### src/rtl/ssram_stream_reader_if.sv
// SSRAM read port plus valid/ready output stream of the stream reader.
// master = reader side, slave = memory + sink side.
interface ssram_stream_reader_if #(
   parameter int unsigned bitwidth  = 32,
   parameter int unsigned addrWidth = 9
);
   logic [addrWidth-1:0] ramAddress;
   logic                 ramWriteEnable;
   logic [bitwidth-1:0]  ramDataOut;
   logic [bitwidth-1:0]  streamData;
   logic                 streamValid;
   logic                 streamReady;

   modport master (
      output ramAddress, ramWriteEnable, streamData, streamValid,
      input  ramDataOut, streamReady
   );

   modport slave (
      input  ramAddress, ramWriteEnable, streamData, streamValid,
      output ramDataOut, streamReady
   );
endinterface

### src/rtl/ssram_stream_reader.sv
// Sequential SSRAM read engine: issues reads on a 1-cycle-latency port and
// streams the words out through a 4-entry FIFO under arbitrary backpressure.
module ssram_stream_reader #(
   parameter int unsigned bitwidth    = 32,
   parameter int unsigned nrOfEntries = 512,
   localparam int unsigned AW         = $clog2(nrOfEntries)
) (
   input  logic          clock,
   input  logic          reset,
   input  logic          start,
   input  logic [AW-1:0] startAddress,
   input  logic [AW:0]   wordCount,
   output logic          busy,
   output logic          done,
   ssram_stream_reader_if.master bus
);

   typedef enum logic [1:0] {StIdle, StRun, StFinish} state_t;

   state_t              state;
   logic [AW-1:0]       pointer;
   logic [AW-1:0]       ramAddressReg;
   logic [AW:0]         remaining;
   logic [AW:0]         outstanding;
   // issuePipe[0]: address issued last edge; issuePipe[1]: its data is on ramDataOut now
   logic [1:0]          issuePipe;
   logic [2:0]          inFlight;
   logic [bitwidth-1:0] fifo [4];
   logic [1:0]          wrPtr;
   logic [1:0]          rdPtr;
   logic [2:0]          fifoCount;
   logic                issue;
   logic                push;
   logic                pop;

   assign inFlight = {2'b00, issuePipe[0]} + {2'b00, issuePipe[1]};
   // Pre-edge occupancy only; a same-edge pop does not free a slot until the next edge.
   assign issue    = (state == StRun) && (remaining != '0) && ((fifoCount + inFlight) < 3'd4);
   assign push     = issuePipe[1];
   assign pop      = (fifoCount != 3'd0) && bus.streamReady;

   assign bus.ramAddress     = ramAddressReg;
   assign bus.ramWriteEnable = 1'b0;
   assign bus.streamData     = fifo[rdPtr];
   assign bus.streamValid    = (fifoCount != 3'd0);

   always_ff @(posedge clock or posedge reset) begin
      if (reset) begin
         state         <= StIdle;
         pointer       <= '0;
         ramAddressReg <= '0;
         remaining     <= '0;
         outstanding   <= '0;
         issuePipe     <= '0;
         wrPtr         <= '0;
         rdPtr         <= '0;
         fifoCount     <= '0;
         busy          <= 1'b0;
         done          <= 1'b0;
         for (int i = 0; i < 4; i++) begin
            fifo[i] <= '0;
         end
      end else begin
         issuePipe <= {issuePipe[0], issue};
         if (issue) begin
            ramAddressReg <= pointer;
            pointer       <= pointer + AW'(1);
            remaining     <= remaining - (AW+1)'(1);
         end
         if (push) begin
            fifo[wrPtr] <= bus.ramDataOut;
            wrPtr       <= wrPtr + 2'd1;
         end
         if (pop) begin
            rdPtr <= rdPtr + 2'd1;
         end
         if (push && !pop) begin
            fifoCount <= fifoCount + 3'd1;
         end else if (!push && pop) begin
            fifoCount <= fifoCount - 3'd1;
         end

         done <= 1'b0;
         unique case (state)
            StIdle: begin
               if (start) begin
                  if (wordCount != '0) begin
                     pointer     <= startAddress;
                     remaining   <= wordCount;
                     outstanding <= wordCount;
                     busy        <= 1'b1;
                     state       <= StRun;
                  end else begin
                     done  <= 1'b1;
                     state <= StFinish;
                  end
               end
            end
            StRun: begin
               if (pop) begin
                  outstanding <= outstanding - (AW+1)'(1);
                  if (outstanding == (AW+1)'(1)) begin
                     busy  <= 1'b0;
                     done  <= 1'b1;
                     state <= StFinish;
                  end
               end
            end
            StFinish: state <= StIdle;
            default:  state <= StIdle;
         endcase
      end
   end

endmodule

### src/flat_wrapper.sv
// flat-port wrapper written by rule: the top's interface ports become plain ports
module ssram_stream_reader_flat 
#(
   parameter int unsigned bitwidth    = 32,
   parameter int unsigned nrOfEntries = 512,
   localparam int unsigned AW         = $clog2(nrOfEntries)
)
  (clock, reset, start, startAddress, wordCount, busy, done, bus_ramAddress, bus_ramWriteEnable, bus_streamData, bus_streamValid, bus_ramDataOut, bus_streamReady);
  ssram_stream_reader_if #(.bitwidth(bitwidth), .addrWidth(9)) bus_i ();
  input  logic clock;
  input  logic reset;
  input  logic start;
  input  logic [AW-1:0] startAddress;
  input  logic [AW:0] wordCount;
  output logic busy;
  output logic done;
  output wire logic [$bits(bus_i.ramAddress)-1:0] bus_ramAddress;
  output wire logic [$bits(bus_i.ramWriteEnable)-1:0] bus_ramWriteEnable;
  output wire logic [$bits(bus_i.streamData)-1:0] bus_streamData;
  output wire logic [$bits(bus_i.streamValid)-1:0] bus_streamValid;
  input wire logic [$bits(bus_i.ramDataOut)-1:0] bus_ramDataOut;
  input wire logic [$bits(bus_i.streamReady)-1:0] bus_streamReady;
  assign bus_ramAddress = bus_i.ramAddress;
  assign bus_ramWriteEnable = bus_i.ramWriteEnable;
  assign bus_streamData = bus_i.streamData;
  assign bus_streamValid = bus_i.streamValid;
  assign bus_i.ramDataOut = bus_ramDataOut;
  assign bus_i.streamReady = bus_streamReady;
  ssram_stream_reader #(.bitwidth(bitwidth), .nrOfEntries(nrOfEntries)) u_core (.clock(clock), .reset(reset), .start(start), .startAddress(startAddress), .wordCount(wordCount), .busy(busy), .done(done), .bus(bus_i));
endmodule
### config.mk
export PLATFORM = sky130hd
export DESIGN_NAME = ssram_stream_reader_flat
export DESIGN_NICKNAME = d
export VERILOG_FILES = /design/src/rtl/ssram_stream_reader_if.sv /design/src/rtl/ssram_stream_reader.sv /design/src/flat_wrapper.sv
export SDC_FILE = /design/constraint.sdc
export NUM_CORES = 1
export LEC_CHECK = 0
export CORE_MARGIN = 8
export CORE_UTILIZATION = 50
export CTS_CLUSTER_DIAMETER = 30
export DETAILED_ROUTE_END_ITERATION = 10
export DONT_BUFFER_PORTS = 1
export HOLD_SLACK_MARGIN = 0.15
export PLACE_DENSITY = 0.74
export SYNTH_ARGS = -nofsm -noshare
export SYNTH_HDL_FRONTEND = slang
export SYNTH_SLANG_ARGS = --single-unit
### constraint.sdc
create_clock -name clock -period 7.4 [get_ports clock]
set_input_delay 0.74 -clock clock [delete_from_list [all_inputs] [get_ports clock]]
set_output_delay 0.74 -clock clock [all_outputs]
set_load 0.05 [all_outputs]
# --- Word-level counts from Yosys, hierarchy flattened ---
# Cells that the tools add are included.
# Widths: inputs -> output; s select.
totals:
  output_inout_bits: 45
  elab_cells: 88
  regBits: 179
  inputBits: 55
op_classes:
  order_cmp: 4
  addsub: 9
  n_reduce_logical: 17
  n_eq_ne: 6
  bitwise_logic: 2
  mux: 35
ops:
  columns: ["op", "n"]
  rows:
  - ["$bwmux 128", 1]
  - ["$mux 32", 3]
  - ["$mux 10", 7]
  - ["$bmux 32 s2", 1]
  - ["$demux 32 s2", 1]
  - ["$mux 9", 4]
  - ["$pmux 10 s2", 1]
  - ["$reduce_bool 10->1", 2]
  - ["$sub 10x1->10 const B", 2]
  - ["$eq 10x1->1 const B", 1]
  - ["$add 9x1->9 const B", 1]
  - ["$mux 1", 8]
  - ["$mux 2", 4]
  - ["$ge 3x3->1 const B", 2]
  - ["$logic_and 1x1->1", 6]
  - ["$mux 3", 2]
  - ["$not 2->3", 2]
  - ["$reduce_and 5->1", 1]
  - ["$add 2x1->2 const B", 2]
  - ["$ne 2x1->1 const B", 2]
  - ["$ne 2x2->1 const B", 2]
  - ["$pmux 1 s2", 2]
  - ["$pmux 2 s2", 1]
  - ["$reduce_and 4->1", 1]
  - ["other kinds (12)", 14]

# --- Longest topological paths before layout ---
depth:
  ltp_word: 8
  ltp_mapped: 9
  ltp_nobuf: 9

# --- Worst setup path after synthesis ---
# OpenSTA, ideal clock, no wires.
synth_timing:
  path_type: "reg2reg"
  from: "register u_core.fifoCount[0]"
  to: "register u_core.fifoCount[2]"
  setup_ns: 0.079
  required_ns: 7.321
  t_arrival_ns: 2.358
  setup_slack_ns: 4.963
  stages_incl_launch_ff: 10
  n_path_buf: 0
  synth_period_minus_slack_ns: 2.437
  cell_sequence: "dfrtp_1 > or3_1 > and2_1 > inv_2 > ha_1 > inv_1 > fa_1 > xor2_1 > nor2_1 > xor2_1"
synth_between:
  elab_chain_cells: 5
  elab_cells_between_ends: 10
  classes_between: "2 x add/sub; 2 x mux; 6 x reduce/logical"
synth_lines:
  columns: ["element", "line", "rtl"]
  rows:
  - ["start: declaration", "ssram_stream_reader.sv:31", "logic [2:0] fifoCount;"]
  - ["start signal: assignment", "ssram_stream_reader.sv:78", "fifoCount <= fifoCount + 3'd1;"]
  - ["start signal: assignment", "ssram_stream_reader.sv:80", "fifoCount <= fifoCount - 3'd1;"]
  - ["$reduce_bool 3->1 (*)", null, null]
  - ["net bus_streamValid", "flat_wrapper.sv:20", "output wire logic [$bits(bus_i.streamValid)-1:0] bus_streamValid;"]
  - ["$logic_and 1x1->1 (*)", "ssram_stream_reader.sv:40", "assign pop = (fifoCount != 3'd0) && bus.streamReady;"]
  - ["$logic_not 1->1", "ssram_stream_reader.sv:77", "if (push && !pop) begin"]
  - ["$logic_and 1x1->1", "ssram_stream_reader.sv:77", null]
  - ["$mux 3 / $reduce_bool 2->1 (equally long branches)", null, null]
# Mark *: on every way through the listed nets, which the timed path passes. The rest lies on a longest branch. The select of a mux whose other input is x is not followed.
# A chain may end at the register's enable or synchronous reset.

# --- Worst setup path after layout ---
layout_timing:
  from: "register u_core.rdPtr[0]"
  to: "output port bus_streamData[14]"
layout_between:
  elab_chain_cells: 4
layout_lines:
  columns: ["element", "line", "rtl"]
  rows:
  - ["start: declaration", "ssram_stream_reader.sv:30", "logic [1:0] rdPtr;"]
  - ["start signal: assignment", "ssram_stream_reader.sv:75", "rdPtr <= rdPtr + 2'd1;"]
  - ["$not 2->3 (not written as such)", "ssram_stream_reader.sv:44", "assign bus.streamData = fifo[rdPtr];"]
  - ["$bmux 32 s2", "ssram_stream_reader.sv:44", null]
  - ["$mux 32 (not written as such) (2 in series)", "ssram_stream_reader.sv:44", null]
  - ["end: declaration", "flat_wrapper.sv:19", "output wire logic [$bits(bus_i.streamData)-1:0] bus_streamData;"]
# No other way between the ends. The select of a mux whose other input is x is not followed.

==> metrics.txt <==
# TYPE chip_impl_metric gauge
chip_impl_info{name="outcome",value="finished, final reports clean"} 1
chip_impl_metric{name="cts_resized",unit=""} 0
chip_impl_info{name="yosysTopAreaCell",value="sky130_fd_sc_hd__dfrtp_1"} 1
chip_impl_info{name="unrepaired_setup_endpoints_after_global_routing",value="false"} 1
chip_impl_metric{name="drt.antenna.violating_nets",unit=""} 0
chip_impl_metric{name="multi_input_comb_area",unit="sq mm"} 0.00366
chip_impl_metric{name="finalWirelength",unit="mm"} 17.6
chip_impl_info{name="worst_r2r_startpoint",value="u_core.remaining[0]"} 1
chip_impl_info{name="startpoint_type",value="flop"} 1
chip_impl_metric{name="dr.pass1.iters",unit=""} 5
chip_impl_info{name="worst_path_max_delay_cell",value="sky130_fd_sc_hd__mux4_2"} 1
chip_impl_metric{name="die_area",unit="sq mm"} 0.0211
chip_impl_info{name="largest_family_of_logic_cells_by_synthesized_area",value="multiplexers"} 1
chip_impl_metric{name="grt_antenna_before_repair",unit=""} 0
chip_impl_metric{name="syn_avg_cell_area",unit="sq um"} 13.9
chip_impl_metric{name="post_synth_top_area_share",unit="%"} 53.6
chip_impl_metric{name="nNetsFinal",unit=""} 653
chip_impl_metric{name="start_util",unit="%"} 50.8
chip_impl_metric{name="global_route.overflow_total",unit=""} 0
chip_impl_metric{name="antennaDiodeCount",unit=""} 0
chip_impl_metric{name="finalSetupViolCount",unit=""} 0
chip_impl_metric{name="initialDrtViolationCount",unit=""} 288
chip_impl_info{name="element_type_at_the_critical_path_end",value="output port"} 1
chip_impl_metric{name="tightestPinTransition",unit="ns"} 1.13
chip_impl_metric{name="met3_usage_in_global_routing",unit="%"} 5.22
chip_impl_metric{name="die_w",unit="um"} 145
chip_impl_metric{name="gp_routability_congestion",unit=""} 0.814
chip_impl_metric{name="layout_min_cycle_time",unit="ns"} 3.05
chip_impl_metric{name="worst-endpoint-arrival",unit="ns"} 2.31
chip_impl_metric{name="final.fill_count",unit=""} 1291
chip_impl_metric{name="yosys_register_bits",unit=""} 179
chip_impl_metric{name="hpwl",unit="mm"} 11.5
chip_impl_metric{name="final.setup_skew",unit="ns"} 0.00968
chip_impl_metric{name="synth-xor-area-share",unit="%"} 0.628
chip_impl_metric{name="post_synth_mux_area_share",unit="%"} 27.6
chip_impl_info{name="clock-root-buffer",value="sky130_fd_sc_hd__clkbuf_16"} 1
chip_impl_info{name="cts_tree",value="done"} 1
chip_impl_metric{name="detailroute.via_count",unit=""} 4989
chip_impl_metric{name="final_layout_size_suffix_gt1_share",unit="%"} 36.4
chip_impl_metric{name="buffer_ports.inserted",unit=""} 0
chip_impl_metric{name="fin_tns_setup",unit="ns"} 0
chip_impl_metric{name="floorplan_die_height",unit="um"} 145
chip_impl_metric{name="synth_edf_count",unit=""} 0
chip_impl_metric{name="asyncSetResetFlopFracSynth",unit="%"} 100
chip_impl_metric{name="crit_path_max_incr_delay",unit="ns"} 0.74
chip_impl_metric{name="areaGrowthSynthToFinish",unit="%"} 8.83
chip_impl_metric{name="avgRoutedWirePerCell",unit="um"} 21.5
chip_impl_metric{name="core_area",unit="sq mm"} 0.0165
chip_impl_metric{name="detail_route.drc_violations",unit=""} 0
chip_impl_metric{name="grtUsageMet2",unit="%"} 28.9
chip_impl_metric{name="clk_latency_worst_skew_pair",unit="ns"} 0.43
chip_impl_metric{name="synth_compound_gate_area_share",unit="%"} 6.45
chip_impl_metric{name="ys_seq_area_share",unit="%"} 53.6
chip_impl_info{name="grt_most_used_layer",value="met2"} 1
chip_impl_metric{name="cts_clk_pin_slew_worst_paths",unit="ns"} 0.07
chip_impl_metric{name="ctsLongestPathBuffers",unit=""} 2
chip_impl_metric{name="max_cap_violations",unit=""} 0
chip_impl_metric{name="syn-num-nets",unit=""} 668
chip_impl_metric{name="cp_data_required_time",unit="ns"} 6.66
chip_impl_metric{name="grt_first_pass_wirelength",unit="mm"} 29.0
chip_impl_metric{name="synth_fa_ha_area_share",unit="%"} 1.89
chip_impl_info{name="crit_end",value="bus_streamData[14]"} 1
chip_impl_info{name="critical_path.cell_chain",value="buf_4 > mux4_2"} 1
chip_impl_metric{name="global_route.usage.total",unit="%"} 17.2
chip_impl_metric{name="distinct_cell_type_count_after_synthesis",unit=""} 55
chip_impl_metric{name="postCtsSetupBuffers",unit=""} 0
chip_impl_metric{name="grt_max_degree",unit=""} 93
chip_impl_info{name="critPathLaunch",value="u_core.rdPtr[0]"} 1
chip_impl_info{name="worst-setup-path-type",value="reg2out"} 1
chip_impl_metric{name="grt_util_met1",unit="%"} 20.6
chip_impl_metric{name="layout.area.seq",unit="sq mm"} 0.00448
chip_impl_metric{name="post_synth_and_or_nand_nor_area_fraction",unit="%"} 7.08
chip_impl_metric{name="syn-cell-area",unit="sq mm"} 0.00836
chip_impl_info{name="synth_most_common_cell",value="sky130_fd_sc_hd__dfrtp_1"} 1
chip_impl_info{name="hold_class",value="in2async"} 1
chip_impl_metric{name="syn-instance-count",unit=""} 601
chip_impl_metric{name="floorplan.rows",unit=""} 47
chip_impl_metric{name="layout_worst_path_cycle_share",unit="%"} 41.3
chip_impl_metric{name="htreeDepth",unit=""} 4
chip_impl_metric{name="timing.fmax",unit="MHz"} 327
chip_impl_metric{name="cts_hold_buf",unit=""} 0
chip_impl_info{name="ys_top_cells_by_area",value="sky130_fd_sc_hd__dfrtp_1, sky130_fd_sc_hd__mux2_2, sky130_fd_sc_hd__mux4_2"} 1
chip_impl_metric{name="top_level_ports",unit=""} 100
chip_impl_info{name="yosys-top-cells-count",value="sky130_fd_sc_hd__dfrtp_1, sky130_fd_sc_hd__mux2_2, sky130_fd_sc_hd__mux4_2, sky130_fd_sc_hd__nand2_1, sky130_fd_sc_hd__nor2_1"} 1
chip_impl_info{name="rr_endpoint",value="u_core.bus.ramAddress[8]"} 1
chip_impl_metric{name="timing.final.max_slew_violations",unit=""} 0
chip_impl_metric{name="synthesis.yosys.warnings",unit=""} 0
chip_impl_info{name="postSynth.topFlopCell",value="sky130_fd_sc_hd__dfrtp_1"} 1
chip_impl_metric{name="r2r_cells",unit=""} 6
chip_impl_metric{name="timing.slew.headroom",unit="%"} 24.8
chip_impl_metric{name="setup.reg_to_reg.worst_slack",unit="ns"} 4.46
chip_impl_metric{name="post_drt_via_cell_ratio",unit=""} 6.09
chip_impl_metric{name="tritoncts.num_buffers",unit=""} 17
chip_impl_metric{name="cp_max_fo",unit=""} 22
chip_impl_metric{name="first_global_vias",unit=""} 5433
chip_impl_metric{name="hold_viol",unit=""} 0
chip_impl_metric{name="cts_num_sinks",unit=""} 179
layout make-up:
type | count | share of cell area (%)
Sequential cell | 179 | 49.2
Clock buffer | 21 | 5.06
Tap cell | 220 | 3.02
Multi-Input combinational cell | 370 | 40.2
Timing Repair Buffer | 3 | 0.247
Clock inverter | 11 | 1.51
Inverter | 15 | 0.674
worst min-delay path by stage:
stage	from	endpoint	slack (ns)	cells after the start
3_3_place_gp	u_core.issuePipe[0]	u_core.issuePipe[1]	0.40	0
6_report	reset	u_core.fifo[18]	0.30	1
3_5_place_dp	u_core.issuePipe[0]	u_core.issuePipe[1]	0.40	0
2_1_floorplan	u_core.issuePipe[0]	u_core.issuePipe[1]	0.36	0
5_1_grt	reset	u_core.fifo[18]	0.36	1
4_1_cts	reset	u_core.fifo[19]	0.35	1
metal layers:
metal / wire length (um) / vias up
met5: 0 / -
met4: 327 / 0
met2: 8930 / 156
li1: - / 2232
met1: 7280 / 2577
met3: 1110 / 24
cell families (layout without fill, tap and decap cells):
logic type | after synthesis | after routing
flops | 179 | 179
mux | 171 | 171
simple gates | 107 | 107
compound gates | 73 | 73
buf+inv | 52 | 50
fa+ha+maj | 12 | 12
xor+xnor | 6 | 6
other cells | 1 | 1
layout by cell type (no fill, tap or decap), types with 4 or more instances in the layout:
master / n
sky130_fd_sc_hd__a21oi_1: 4
sky130_fd_sc_hd__a22oi_1: 5
sky130_fd_sc_hd__a31oi_1: 10
sky130_fd_sc_hd__and3_1: 4
sky130_fd_sc_hd__clkbuf_16: 17
sky130_fd_sc_hd__dfrtp_1: 178
sky130_fd_sc_hd__ha_1: 11
sky130_fd_sc_hd__inv_1: 13
sky130_fd_sc_hd__inv_6: 6
sky130_fd_sc_hd__mux2_2: 132
sky130_fd_sc_hd__mux2_4: 6
sky130_fd_sc_hd__mux4_2: 32
sky130_fd_sc_hd__nand2_1: 19
sky130_fd_sc_hd__nand2_2: 4
sky130_fd_sc_hd__nand3_1: 11
sky130_fd_sc_hd__nor2_1: 20
sky130_fd_sc_hd__nor3_1: 5
sky130_fd_sc_hd__o211ai_1: 8
sky130_fd_sc_hd__o21ai_0: 8
sky130_fd_sc_hd__o22ai_1: 10
sky130_fd_sc_hd__o2bb2ai_1: 8
sky130_fd_sc_hd__o311ai_0: 5
sky130_fd_sc_hd__o31ai_1: 5
sky130_fd_sc_hd__or3_1: 4
sky130_fd_sc_hd__or4_1: 13
stage by stage:
stage	cell area (sq um)	cells	setup WS, ns	utilization, %	hold slack, ns
after floorplan	8360	601	1.80	-	0.360
after global routing	9100	819	4.18	55.3	0.365
after CTS	9100	819	4.26	55.3	0.347
after detailed placement	8500	787	4.51	51.6	0.397
after global placement	8500	787	4.70	51.6	0.403
final	9100	819	4.35	55.3	0.303
registers in the layout (all words and copies together) (netlist names):
register,cells
u_core.fifo,128
u_core.outstanding,10
u_core.remaining,10
u_core.bus.ramAddress,9
u_core.pointer,9
u_core.fifoCount,3
u_core.issuePipe,2
u_core.rdPtr,2
u_core.state,2
u_core.wrPtr,2
u_core.busy,1
u_core.done,1
critical path: cells and delay by family, from the launching register on:
kind | cells | cell delay (ns)
buffers and inverters | 1 | 0.48
flip-flops | 1 | 0.66
multiplexers | 1 | 0.74
Power is left out: the tool's default activity adds up to more than one toggle a clock period on the data nets, which glitch-free logic cannot reach.
